`src/rtl/regfile_sb.sv`:
```
// regfile_sb: register file with two write ports, two combinational read
// ports, same-cycle write-to-read bypass and a per-register pending
// scoreboard for decode-stage stalls.
//
// Ports:
//   clk, rst                       clock, asynchronous active-high reset
//   w_enable0/w_addr0/w_data0      write port 0
//   w_enable1/w_addr1/w_data1      write port 1 (wins on address collision)
//   set_pend, pend_addr            mark a register as owed by a producer
//   r_addr1/r_data1/busy1          read port 1 data and pending flag
//   r_addr2/r_data2/busy2          read port 2 data and pending flag

// One register plus its pending bit. A set beats a clear on the same edge
// because it means a newer producer was just issued.
module regfile_sb_cell #(
   parameter int DATA_W = 32
) (
   input  logic              clk,
   input  logic              rst,
   input  logic              we,
   input  logic [DATA_W-1:0] wd,
   input  logic              set,
   output logic [DATA_W-1:0] q,
   output logic              pend
);
   always_ff @(posedge clk or posedge rst) begin
      if (rst) begin
         q    <= '0;
         pend <= 1'b0;
      end else begin
         if (we) q <= wd;
         if (set)     pend <= 1'b1;
         else if (we) pend <= 1'b0;
      end
   end
endmodule

module regfile_sb #(
   parameter int DATA_W   = 32,
   parameter int ADDR_W   = 5,
   parameter int ZERO_REG = 1,
   parameter int BYPASS   = 1
) (
   input  logic              clk,
   input  logic              rst,
   input  logic              w_enable0,
   input  logic [ADDR_W-1:0] w_addr0,
   input  logic [DATA_W-1:0] w_data0,
   input  logic              w_enable1,
   input  logic [ADDR_W-1:0] w_addr1,
   input  logic [DATA_W-1:0] w_data1,
   input  logic              set_pend,
   input  logic [ADDR_W-1:0] pend_addr,
   input  logic [ADDR_W-1:0] r_addr1,
   input  logic [ADDR_W-1:0] r_addr2,
   output logic [DATA_W-1:0] r_data1,
   output logic [DATA_W-1:0] r_data2,
   output logic              busy1,
   output logic              busy2
);
   localparam int NREG = 1 << ADDR_W;

   logic [NREG-1:0][DATA_W-1:0] regs;
   logic [NREG-1:0]             pend;

   // Storage: register 0 collapses to constants when it is hardwired zero.
   for (genvar i = 0; i < NREG; i++) begin : g_reg
      if (ZERO_REG != 0 && i == 0) begin : g_zero
         assign regs[i] = '0;
         assign pend[i] = 1'b0;
      end else begin : g_cell
         logic hit0, hit1;
         assign hit0 = w_enable0 && (w_addr0 == ADDR_W'(i));
         assign hit1 = w_enable1 && (w_addr1 == ADDR_W'(i));
         regfile_sb_cell #(.DATA_W(DATA_W)) u_cell (
            .clk  (clk),
            .rst  (rst),
            .we   (hit0 || hit1),
            .wd   (hit1 ? w_data1 : w_data0),
            .set  (set_pend && (pend_addr == ADDR_W'(i))),
            .q    (regs[i]),
            .pend (pend[i])
         );
      end
   end

   // Read ports share one description, indexed by port number.
   logic [1:0][ADDR_W-1:0] ra;
   logic [1:0][DATA_W-1:0] rd;
   logic [1:0]             bz;

   assign ra[0]   = r_addr1;
   assign ra[1]   = r_addr2;
   assign r_data1 = rd[0];
   assign r_data2 = rd[1];
   assign busy1   = bz[0];
   assign busy2   = bz[1];

   for (genvar p = 0; p < 2; p++) begin : g_rd
      logic is_zero, byp0, byp1;
      assign is_zero = (ZERO_REG != 0) && (ra[p] == '0);
      assign byp1    = (BYPASS != 0) && w_enable1 && (w_addr1 == ra[p]);
      assign byp0    = (BYPASS != 0) && w_enable0 && (w_addr0 == ra[p]);

      always_comb begin
         rd[p] = regs[ra[p]];
         if (is_zero)   rd[p] = '0;
         else if (byp1) rd[p] = w_data1;
         else if (byp0) rd[p] = w_data0;
      end

      // A same-cycle write delivers the owed value, so the reader need not stall.
      assign bz[p] = pend[ra[p]] && !is_zero && !byp0 && !byp1;
   end
endmodule

```
`config.mk`:
```
export PLATFORM = sky130hd
export DESIGN_NAME = regfile_sb
export DESIGN_NICKNAME = d
export VERILOG_FILES = /design/src/rtl/regfile_sb.sv
export SDC_FILE = /design/constraint.sdc
export NUM_CORES = 2
export LEC_CHECK = 0
export CORE_MARGIN = 2
export CORE_UTILIZATION = 30
export CTS_CLUSTER_SIZE = 12
export DETAILED_ROUTE_END_ITERATION = 8
export PLACE_DENSITY_LB_ADDON = 0.05
export SKIP_CTS_REPAIR_TIMING = 1
export SLEW_MARGIN = 10
export SYNTH_ARGS = -nofsm -noshare
export SYNTH_HDL_FRONTEND = slang
export SYNTH_HIERARCHICAL = 1
export SYNTH_SLANG_ARGS = --single-unit
```
`constraint.sdc`:
```
create_clock -name clk -period 7.35 [get_ports clk]
set_input_delay 2.205 -clock clk [delete_from_list [all_inputs] [get_ports clk]]
set_output_delay 2.205 -clock clk [all_outputs]
set_load 0.005 [all_outputs]
```
==> summary.txt <==
Run status
  – Status: complete, but fails checks
  – Failing checks: negative setup slack

Timing
  – Final period util: 1.00
  – Fin Setup TNS: -0.0126 ns
  – RSZ-0062 raised after global routing: false
  – Worst Max-Slew Pin Slew: 1.23 ns
  – Clk_skew: 0 ns
  – Final WS setup: -0.0126 ns
  – Minimum clock period: 7.36 ns
  – Slew headroom: 0.178
  – Final hold viol count: 0
  – Fin Hold WS: 0.500 ns
  – # setup viols final: 1
  – Max Freq: 0.136 GHz
  – Max Slew Vio Count: 0

Critical path
  – Crit path capture type: output pin
  – WP data arrival: 5.16 ns
  – WS Path Type: in -> out
  – Startpoint types: primary input
  – Worst Reg2Reg Path Length in Cells: 1
  – Crit Path Max Fanout: 13
  – WP data required: 5.14 ns

Die
  – Core Region: 0.246 mm²
  – Die Area: 0.252 mm²
  – Die X: 502 µm
  – # IOs: 160
  – Row Count: 182
  – Die Ht: 502 µm
  – Initial Utilization: 0.303

Global route
  – Global-route usage over all layers: 0.290
  – Largest net degree at the start of global routing: 40
  – Initial antenna violation count: 23
  – First-pass GRT wire length: 506000 µm
  – Vias in the first global route: 54700
  – Total congestion overflow: 0

Place
  – DPL Wire Length: 244000 µm
  – IO Port Bufs: 159
  – RD Place Congestion: 0.834
  – Placed cell area: 0.0821 mm²
  – Post-place setup slack: -0.483 ns

Final layout
  – Area Overhead vs Synth: 16.8%
  – Most frequent cells in the layout: 1231 x mux2_2, 1023 x dfrtp_1, 899 x mux2_4, 545 x buf_4, 321 x mux2i_1
  – Final #Nets: 5923
  – Most common cell after layout, fill and taps aside: mux2_2
  – Fin area: 0.0871 mm²
  – Layout cell share with drive strength beyond 1: 0.574

Logic synthesis
  – Synthesized area per cell: 13.4 µm²
  – Sequential area share after synthesis: 0.343
  – Asr flop ratio synth: 1.00
  – Synth cell types: 60
  – Ys flop type: dfrtp_1
  – Number of enable flip-flop cells after synthesis: 0
  – YS warnings: 6
  – Flops & latches, synth: 1023
  – Netlist Area Pre-Place: 0.0745 mm²
  – Cell count after synthesis: 5569
  – Syn nets: 5663

Clocking
  – Clk root buf: clkbuf_16
  – CTS max path bufs: 3
  – H-tree depth: 4
  – CTS tree: done
  – CTS Sinks: 1023
  – Worst-path clk slew: 0.05 ns
  – Number of buffers created by CTS: 144
  – Worst-skew pair later-pin latency: 0.81 ns

Drt
  – Routed WL: 371000 µm
  – Avg WL per Cell: 40.1 µm
  – Detailed Routing Iterations Pass 1: 5
  – Total number of vias: 52800
  – DRT antenna net count: 0
  – Initial DRC count: 4874
  – # DRC: 0
  – Vias per Instance: 5.70

Pwr
  – Pwr dens: 260 mW/mm²
  – VDD IR max: 0.220 mV
  – Pleak: 36.2 nW
  – Overall Power: 22.7 mW

Flow run
  – Number of max-cap violations: 0

Worst hold path
  – Hold crit path type: reg -> reg
  – Hold path depth: 1
## registers in the layout (all words and copies together) (netlist names)
name                  flops
g.g_cell.u_cell/pend     31
g.g_cell.u_cell/q       992
## Yosys cell counts, types with 6 or more instances
cell type,n,area [µm²]
buf_2,124,621
a211oi_1,64,480
nor4_1,6,37.5
a22oi_1,14,105
a32oi_1,64,561
buf_12,94,1880
a2111oi_0,27,236
mux4_2,245,5520
a21oi_1,7,35.0
mux2_4,899,13500
xnor2_1,10,87.6
nor3_1,115,576
inv_1,63,236
mux2_2,1231,13900
nand2_1,66,248
a221oi_1,64,561
mux4_1,15,394
dfrtp_1,1023,25600
o41ai_1,30,263
o211ai_1,14,105
o21ai_0,47,235
buf_4,49,368
o22a_1,15,131
nor2b_1,61,382
xor2_1,10,87.6
o31ai_1,22,165
mux2i_1,322,3220
nand3_1,20,100
nand4b_1,6,52.6
buf_6,66,743
mux2_1,42,473
a21o_1,31,233
o22ai_1,197,1230
nor2_1,76,285
nand2b_1,23,144
buf_1,40,150
clkbuf_1,314,1180
## power breakdown
| group | total [mW] | leakage, nW | internal, mW | switching (mW) |
|---|---|---|---|---|
| Sequential | 8.59 | 12.6 | 7.17 | 1.41 |
| Clock | 7.23 | 2.32 | 4.23 | 3.01 |
| Combinational | 6.86 | 21.3 | 4.06 | 2.80 |
| Total | 22.7 | 36.2 | 15.5 | 7.22 |
## stage by stage
stage	util	std cells
after floorplan	-	5569
after global placement	0.333	8995
after detailed placement	0.333	8995
after CTS	0.352	9250
after global routing	0.353	9251
final	0.353	9262
## metal layers
layer,track usage,up-vias,part of all wire
met5,0,-,0.000059
met4,0.0778,4,0.027
met3,0.0481,406,0.056
met2,0.455,1833,0.45
met1,0.412,28900,0.46
li1,-,21700,-
## path summary, 6_finish.rpt
path	from	to	slack (ns)
max	r_addr2[1]	r_data2[3]	-0.01
min	g_reg[15].g_cell.u_cell/pend	g_reg[15].g_cell.u_cell/pend	0.50
max reg2reg	g_reg[5].g_cell.u_cell/q[8]	g_reg[5].g_cell.u_cell/q[8]	6.46
min reg2reg	g_reg[15].g_cell.u_cell/pend	g_reg[15].g_cell.u_cell/pend	0.50
max in group asynchronous	rst	g_reg[20].g_cell.u_cell/q[9]	3.99
min in group asynchronous	rst	g_reg[14].g_cell.u_cell/q[8]	1.77
## logic make-up (layout without fill, tap and decap cells)
logic type                count (synthesis)  after routing  share of synthesized area
muxes                                  2754           2754                      0.496
xor gates and xnor gates                 20             20                    0.00235
DFF                                    1023           1023                      0.343
buffers and inverters                   756           1125                     0.0703
AOI/OAI and AO/OA                       612            612                     0.0603
other                                     0             12                          0
and+or+nand+nor                         404            404                     0.0277
## critical path, cell delays in order
cell and delay (ns):
buf_6 0.24, nor2b_4 0.26, buf_12 0.17, buf_4 0.20, a221oi_1 0.10, nor3_1 0.24, buf_4 0.21, a211oi_1 0.11
o41ai_1 0.64, buf_4 0.24, clkdlybuf4s50_1 0.50
## area by class of cell
class	instances	area [µm²]
clock buffer	222	4330
tap	3312	4140
sequential	1023	25600
clock inverter	33	387
multi-input combinational	3790	44600
antenna	12	30.0
timing repair buffer	807	7760
inverter	63	238
fill	24100	159000
Note: power is estimated with default switching activity, not from simulation.
